--- config.mk ---
export PLATFORM = sky130hd
export DESIGN_NAME = connect_result_packer
export DESIGN_NICKNAME = d
export VERILOG_FILES = /design/src/rtl/connect_result_packer.sv
export SDC_FILE = /design/constraint.sdc
export NUM_CORES = 1
export LEC_CHECK = 0
export ABC_AREA = 1
export ABC_CLOCK_PERIOD_IN_PS = 9000
export BUFFER_PORTS_ARGS = -buffer_cell sky130_fd_sc_hd__buf_4
export CAP_MARGIN = 40
export CORE_MARGIN = 10
export CORE_UTILIZATION = 60
export CTS_CLUSTER_DIAMETER = 30
export DETAILED_ROUTE_END_ITERATION = 12
export HOLD_SLACK_MARGIN = 0.08
export PLACE_DENSITY = 0.78
export SLEW_MARGIN = 20
export SYNTH_ARGS = -nofsm -noshare
export SYNTH_HDL_FRONTEND = slang
export SYNTH_SLANG_ARGS = --single-unit
--- constraint.sdc ---
create_clock -name clk -period 9 [get_ports clk]
set_clock_uncertainty 0.05 [all_clocks]
set_input_delay 0.9 -clock clk [delete_from_list [all_inputs] [get_ports clk]]
set_output_delay 0.9 -clock clk [all_outputs]
set_load 0.05 [all_outputs]
--- src/rtl/connect_result_packer.sv ---
// Packs DATA_W-bit results little-endian into PACK-lane words with keep/last,
// buffered in a first-word-fall-through FIFO drained over valid/ready.
module connect_result_packer #(
  parameter int DATA_W     = 8,
  parameter int PACK       = 4,
  parameter int FIFO_DEPTH = 4
) (
  input  logic                     clk,
  input  logic                     rst,
  input  logic                     res_vld,
  input  logic [DATA_W-1:0]        res_data,
  input  logic                     res_last,
  output logic                     out_vld,
  input  logic                     out_rdy,
  output logic [DATA_W*PACK-1:0]   out_data,
  output logic [PACK-1:0]          out_keep,
  output logic                     out_last,
  output logic                     ovf
);

  localparam int WW = DATA_W * PACK;
  localparam int CW = (PACK > 1) ? $clog2(PACK) : 1;
  localparam int AW = (FIFO_DEPTH > 1) ? $clog2(FIFO_DEPTH) : 1;
  localparam int EW = WW + PACK + 1;

  logic [CW-1:0]   r_cnt;
  logic [WW-1:0]   r_stage_data;
  logic [PACK-1:0] r_stage_keep;
  logic [WW-1:0]   w_word_data;
  logic [PACK-1:0] w_word_keep;
  logic            w_complete;
  logic [EW-1:0]   w_entry;

  logic [EW-1:0]   r_mem [FIFO_DEPTH];
  logic [AW-1:0]   r_wr_ptr;
  logic [AW-1:0]   r_rd_ptr;
  logic [AW:0]     r_count;
  logic            r_out_vld;
  logic [EW-1:0]   r_head;
  logic            r_ovf;

  logic            w_pop;
  logic            w_full;
  logic            w_push;
  logic            w_drop;
  logic [AW-1:0]   w_rd_ptr_nxt;
  logic [AW:0]     w_count_nxt;
  logic [EW-1:0]   w_head_nxt;

  // Merge the incoming result into the staging word at the current lane.
  always_comb begin
    w_word_data = r_stage_data;
    w_word_keep = r_stage_keep;
    for (int i = 0; i < PACK; i++) begin
      w_word_data[i*DATA_W +: DATA_W] = (res_vld && (r_cnt == CW'(i))) ?
                                        res_data : r_stage_data[i*DATA_W +: DATA_W];
      w_word_keep[i] = r_stage_keep[i] | (res_vld && (r_cnt == CW'(i)));
    end
    w_complete = res_vld && ((r_cnt == CW'(PACK - 1)) || res_last);
    w_entry    = {w_word_data, w_word_keep, res_last};
  end

  // Lane counter and staging word; cleared whenever a word completes.
  always_ff @(posedge clk or posedge rst) begin
    if (rst) begin
      r_cnt        <= '0;
      r_stage_data <= '0;
      r_stage_keep <= '0;
    end else if (w_complete) begin
      r_cnt        <= '0;
      r_stage_data <= '0;
      r_stage_keep <= '0;
    end else if (res_vld) begin
      r_cnt        <= r_cnt + 1'b1;
      r_stage_data <= w_word_data;
      r_stage_keep <= w_word_keep;
    end else begin
      r_cnt        <= r_cnt;
      r_stage_data <= r_stage_data;
      r_stage_keep <= r_stage_keep;
    end
  end

  // FIFO control: a full FIFO still accepts a push when the head pops on the same edge.
  always_comb begin
    w_pop        = r_out_vld && out_rdy;
    w_full       = (r_count == (AW+1)'(FIFO_DEPTH));
    w_push       = w_complete && (!w_full || w_pop);
    w_drop       = w_complete && w_full && !w_pop;
    w_rd_ptr_nxt = w_pop ? (r_rd_ptr + 1'b1) : r_rd_ptr;
    case ({w_push, w_pop})
      2'b10:   w_count_nxt = r_count + (AW+1)'(1);
      2'b01:   w_count_nxt = r_count - (AW+1)'(1);
      default: w_count_nxt = r_count;
    endcase
  end

  // Next head entry: the word written this edge lands at the head only when it becomes the sole entry.
  always_comb begin
    w_head_nxt = '0;
    if (w_count_nxt == '0) begin
      w_head_nxt = '0;
    end else if (w_push && (w_rd_ptr_nxt == r_wr_ptr)) begin
      w_head_nxt = w_entry;
    end else begin
      w_head_nxt = r_mem[w_rd_ptr_nxt];
    end
  end

  // Storage array.
  always_ff @(posedge clk) begin
    if (w_push) begin
      r_mem[r_wr_ptr] <= w_entry;
    end
  end

  // Pointers, occupancy, registered head and sticky overflow.
  always_ff @(posedge clk or posedge rst) begin
    if (rst) begin
      r_wr_ptr  <= '0;
      r_rd_ptr  <= '0;
      r_count   <= '0;
      r_out_vld <= 1'b0;
      r_head    <= '0;
      r_ovf     <= 1'b0;
    end else begin
      r_wr_ptr  <= w_push ? (r_wr_ptr + 1'b1) : r_wr_ptr;
      r_rd_ptr  <= w_rd_ptr_nxt;
      r_count   <= w_count_nxt;
      r_out_vld <= (w_count_nxt != '0);
      r_head    <= w_head_nxt;
      r_ovf     <= r_ovf | w_drop;
    end
  end

  assign out_vld  = r_out_vld;
  assign out_data = r_head[EW-1 -: WW];
  assign out_keep = r_head[PACK:1];
  assign out_last = r_head[0];
  assign ovf      = r_ovf;

endmodule
==> impl_metrics.tcl <==
set metrics [dict create \
    antenna_cells 0 \
    wl_per_cell_um 18.30 \
    synth_warnings 0 \
    clk_pin_slew_worst_paths_ns 0.05 \
    pwr_density_cell_mw_per_mm2 414.2 \
    clock_sinks 232 \
    ys_types 27 \
    highest_layer "met4" \
    slew_headroom_pct 44.64 \
    synth-seq-cells 232 \
    die_y_um 150.4 \
    timing.hold.ws_ns 0.3274 \
    dieArea_mm2 0.02261 \
    fin_cells 1326 \
    clock_latency_ns 0.52 \
    critical_path.cell_chain "buf_4, nand2_1, nand2_2, buf_4, buf_12, nand2_2, buf_4, nand2_1, nand2_1, nand2_2, nor2_8, nor2_1, nor2_1" \
    grt_pass1_vias 7355 \
    cts_tree "built" \
    dp_cells 1244 \
    p_leak_nw 5.823 \
    r2r_end "r_head[6]" \
    status "finished, final reports clean" \
    drive_gt1_share_pct 15.91 \
    area_growth_pct 21.31 \
    syn_area_per_cell_um2 10.10 \
    setup_tns_ns 0 \
    rsz0062_at_grt "no" \
    crit_family "buffers and inverters" \
    max-vdd-ir-drop_mv 0.2508 \
    synth.mux.area_fraction_pct 0 \
    setup_viol 0 \
    grt_max_degree 80 \
    met1Wirelength_um 9293 \
    first_pass_iters 6 \
    layout.nets 1095 \
    initial_core_util_pct 61.26 \
    seq_area_frac_synth_pct 64.21 \
    finalCritPeriodShare_pct 34.72 \
    crit_buf_inv 4 \
    synth_cells 1009 \
    wl_um 24270 \
    io_buffers 51 \
    cp_data_required_time_ns 9.39 \
    crit_path_max_fanout 76 \
    ff2ff_setup_slack_ns 5.88 \
    grt_usage_pct 21.68 \
    critPathKind "in2reg" \
    yosys.area_share.xor_xnor_pct 0.1718 \
    grt-ovfl-total 0 \
    worstMarginPinSlew_ns 0.8304 \
    clockBufferDepth 3 \
    pin_count 52 \
    synth_fa_ha_area_share_pct 1.301 \
    drt_iter0_drc 645 \
    vias_per_cell 5.458 \
    fmax_mhz 320.0 \
    period_minus_slack_ns 3.125 \
    rr_worst_depth 13 \
    hold_viol_final 0 \
    post_cts_buffers 0 \
    synth_compound_area_share_pct 1.927 \
    drv_cap 0 \
    post_cts_resized 0 \
    core_mm2 0.01664 \
    cts_buffers 43 \
    dp_slack_ns 5.371 \
    crit_path_start_kind "input pin" \
    place_congestion 0.7497 \
    fp.dieW_um 150.4 \
    hp-class "in2async" \
    crit_slowest_cell "buf_4" \
    maxSlewViolCount 0 \
    cp-end-kind "flip-flop" \
    antenna_found_initial 0 \
    slowest_delay_ns 0.65 \
    rows 47 \
    synth_top_family_by_area "simple AND/OR/NAND/NOR gates" \
    wl_met2_um 12610 \
    r2r-start "r_cnt[1]" \
    worst_slack_ns 5.875 \
    post-route-drc-count 0 \
    cp_data_arrival_time_ns 3.51 \
    cts.htree.levels 2 \
    vias 7237 \
    ant_nets 0 \
    syn-num-nets 1032 \
    hpwl_um 12690 \
    grt_pass1_wl_um 38050 \
    dr_wl_met3_um 1767 \
    yosys.area_share.simple_pct 24.55 \
    synthesis.area_mm2 0.01019 \
    postCtsHoldBufs 0 \
    cts-root-buf "clkbuf_16" \
]
[registers in the layout, summed over array words and instances, names as in the netlist]
signal and cells:
r_count 3, r_stage_keep 4, r_rd_ptr 2, r_cnt 2, r_stage_data 32, out_vld 1, r_head 37, r_wr_ptr 2
r_mem 148, ovf 1
[worst register-to-register path: stages, from the launching register on]
cell	delay [ns]
dfrtp_1	0.40
ha_1	0.18
nand2_2	0.17
o21ai_2	0.17
nand2_4	0.18
ha_1	0.29
fa_1	0.40
nand2_1	0.09
nand2_1	0.07
or2_2	0.29
nand3_1	0.07
buf_4	0.43
nand2_1	0.14
nor2_1	0.12
[where the power goes]
group	internal [mW]	leakage, nW	switching, mW
combinational	0.568	2.68	1.36
sequential	1.49	2.42	0.0911
clock	1.08	0.718	0.537
total	3.14	5.82	1.99
[synth_stat cells]
cell type | count | share of area [%]
nand2_1 | 190 | 7.0
edfxtp_1 | 148 | 44
inv_1 | 146 | 5.4
nor2_1 | 121 | 4.5
nand3_1 | 119 | 5.8
dfrtp_1 | 84 | 21
nand3b_1 | 74 | 5.4
o21ai_0 | 36 | 1.8
buf_2 | 24 | 1.2
clkbuf_1 | 17 | 0.63
or2_2 | 17 | 1.0
ha_1 | 9 | 1.1
buf_1 | 5 | 0.18
buf_6 | 3 | 0.33
inv_2 | 2 | 0.074
nand2_2 | 2 | 0.12
nand4_1 | 2 | 0.12
buf_4 | 1 | 0.074
fa_1 | 1 | 0.20
nand2_4 | 1 | 0.11
nand3_2 | 1 | 0.098
nor2_4 | 1 | 0.11
nor2_8 | 1 | 0.20
o21ai_2 | 1 | 0.086
o21bai_1 | 1 | 0.074
xnor2_1 | 1 | 0.086
xor2_1 | 1 | 0.086
[cells by family after synthesis]
kind of cell | Yosys count
XOR/XNOR | 2
AND/OR/NAND/NOR | 529
buffers and inverters | 198
adder cells (fa/ha/maj) | 10
AO/OA/AOI/OAI | 38
flip-flops | 232
[layout make-up]
class	count	area [µm²]
clock inverter	23	239.0
clock buffer	56	1260
timing repair buffer	68	600.6
tap	220	275.3
multi-input combinational	579	2889
sequential	232	6546
fill	1078	4275
inverter	148	556.8
[placed cells by master, fill, tap and decap left out, types with 6 or more instances in the layout]
cell type	Yosys	layout
edfxtp_1	148	148
inv_1	146	145
clkbuf_16	0	47
or2_2	17	17
buf_4	1	62
dfrtp_1	84	84
nand2_1	190	186
nand3_1	119	119
clkinvlp_4	0	6
o21ai_0	36	36
nand3b_1	74	74
nand2_2	2	6
ha_1	9	9
nor2_1	121	117
[layer usage]
layer  GRT usage [%]  up-vias
met5               0        -
met4           10.11        0
met3           4.682       54
met2           38.47      289
met1           24.38     3497
li1                -     3397
[how the worst max path moves through the flow]
stage,start,endpoint,cells after the start
6_report,out_rdy,r_head[6],13
5_1_grt,out_rdy,r_head[0],13
4_1_cts,out_rdy,r_head[6],12
3_5_place_dp,out_rdy,r_head[6],12
3_3_place_gp,out_rdy,r_head[30],12
2_1_floorplan,out_rdy,r_mem[0][0],4
[through the flow]
stage	area, µm²	power [mW]	util [%]
final	12370	5.122	74.31
after global routing	12370	5.390	74.31
after CTS	12310	5.096	73.95
after detailed placement	10810	3.455	64.94
after global placement	10730	3.370	64.49
after floorplan	10190	2.925	-
Note: power is estimated with default switching activity, not from simulation.
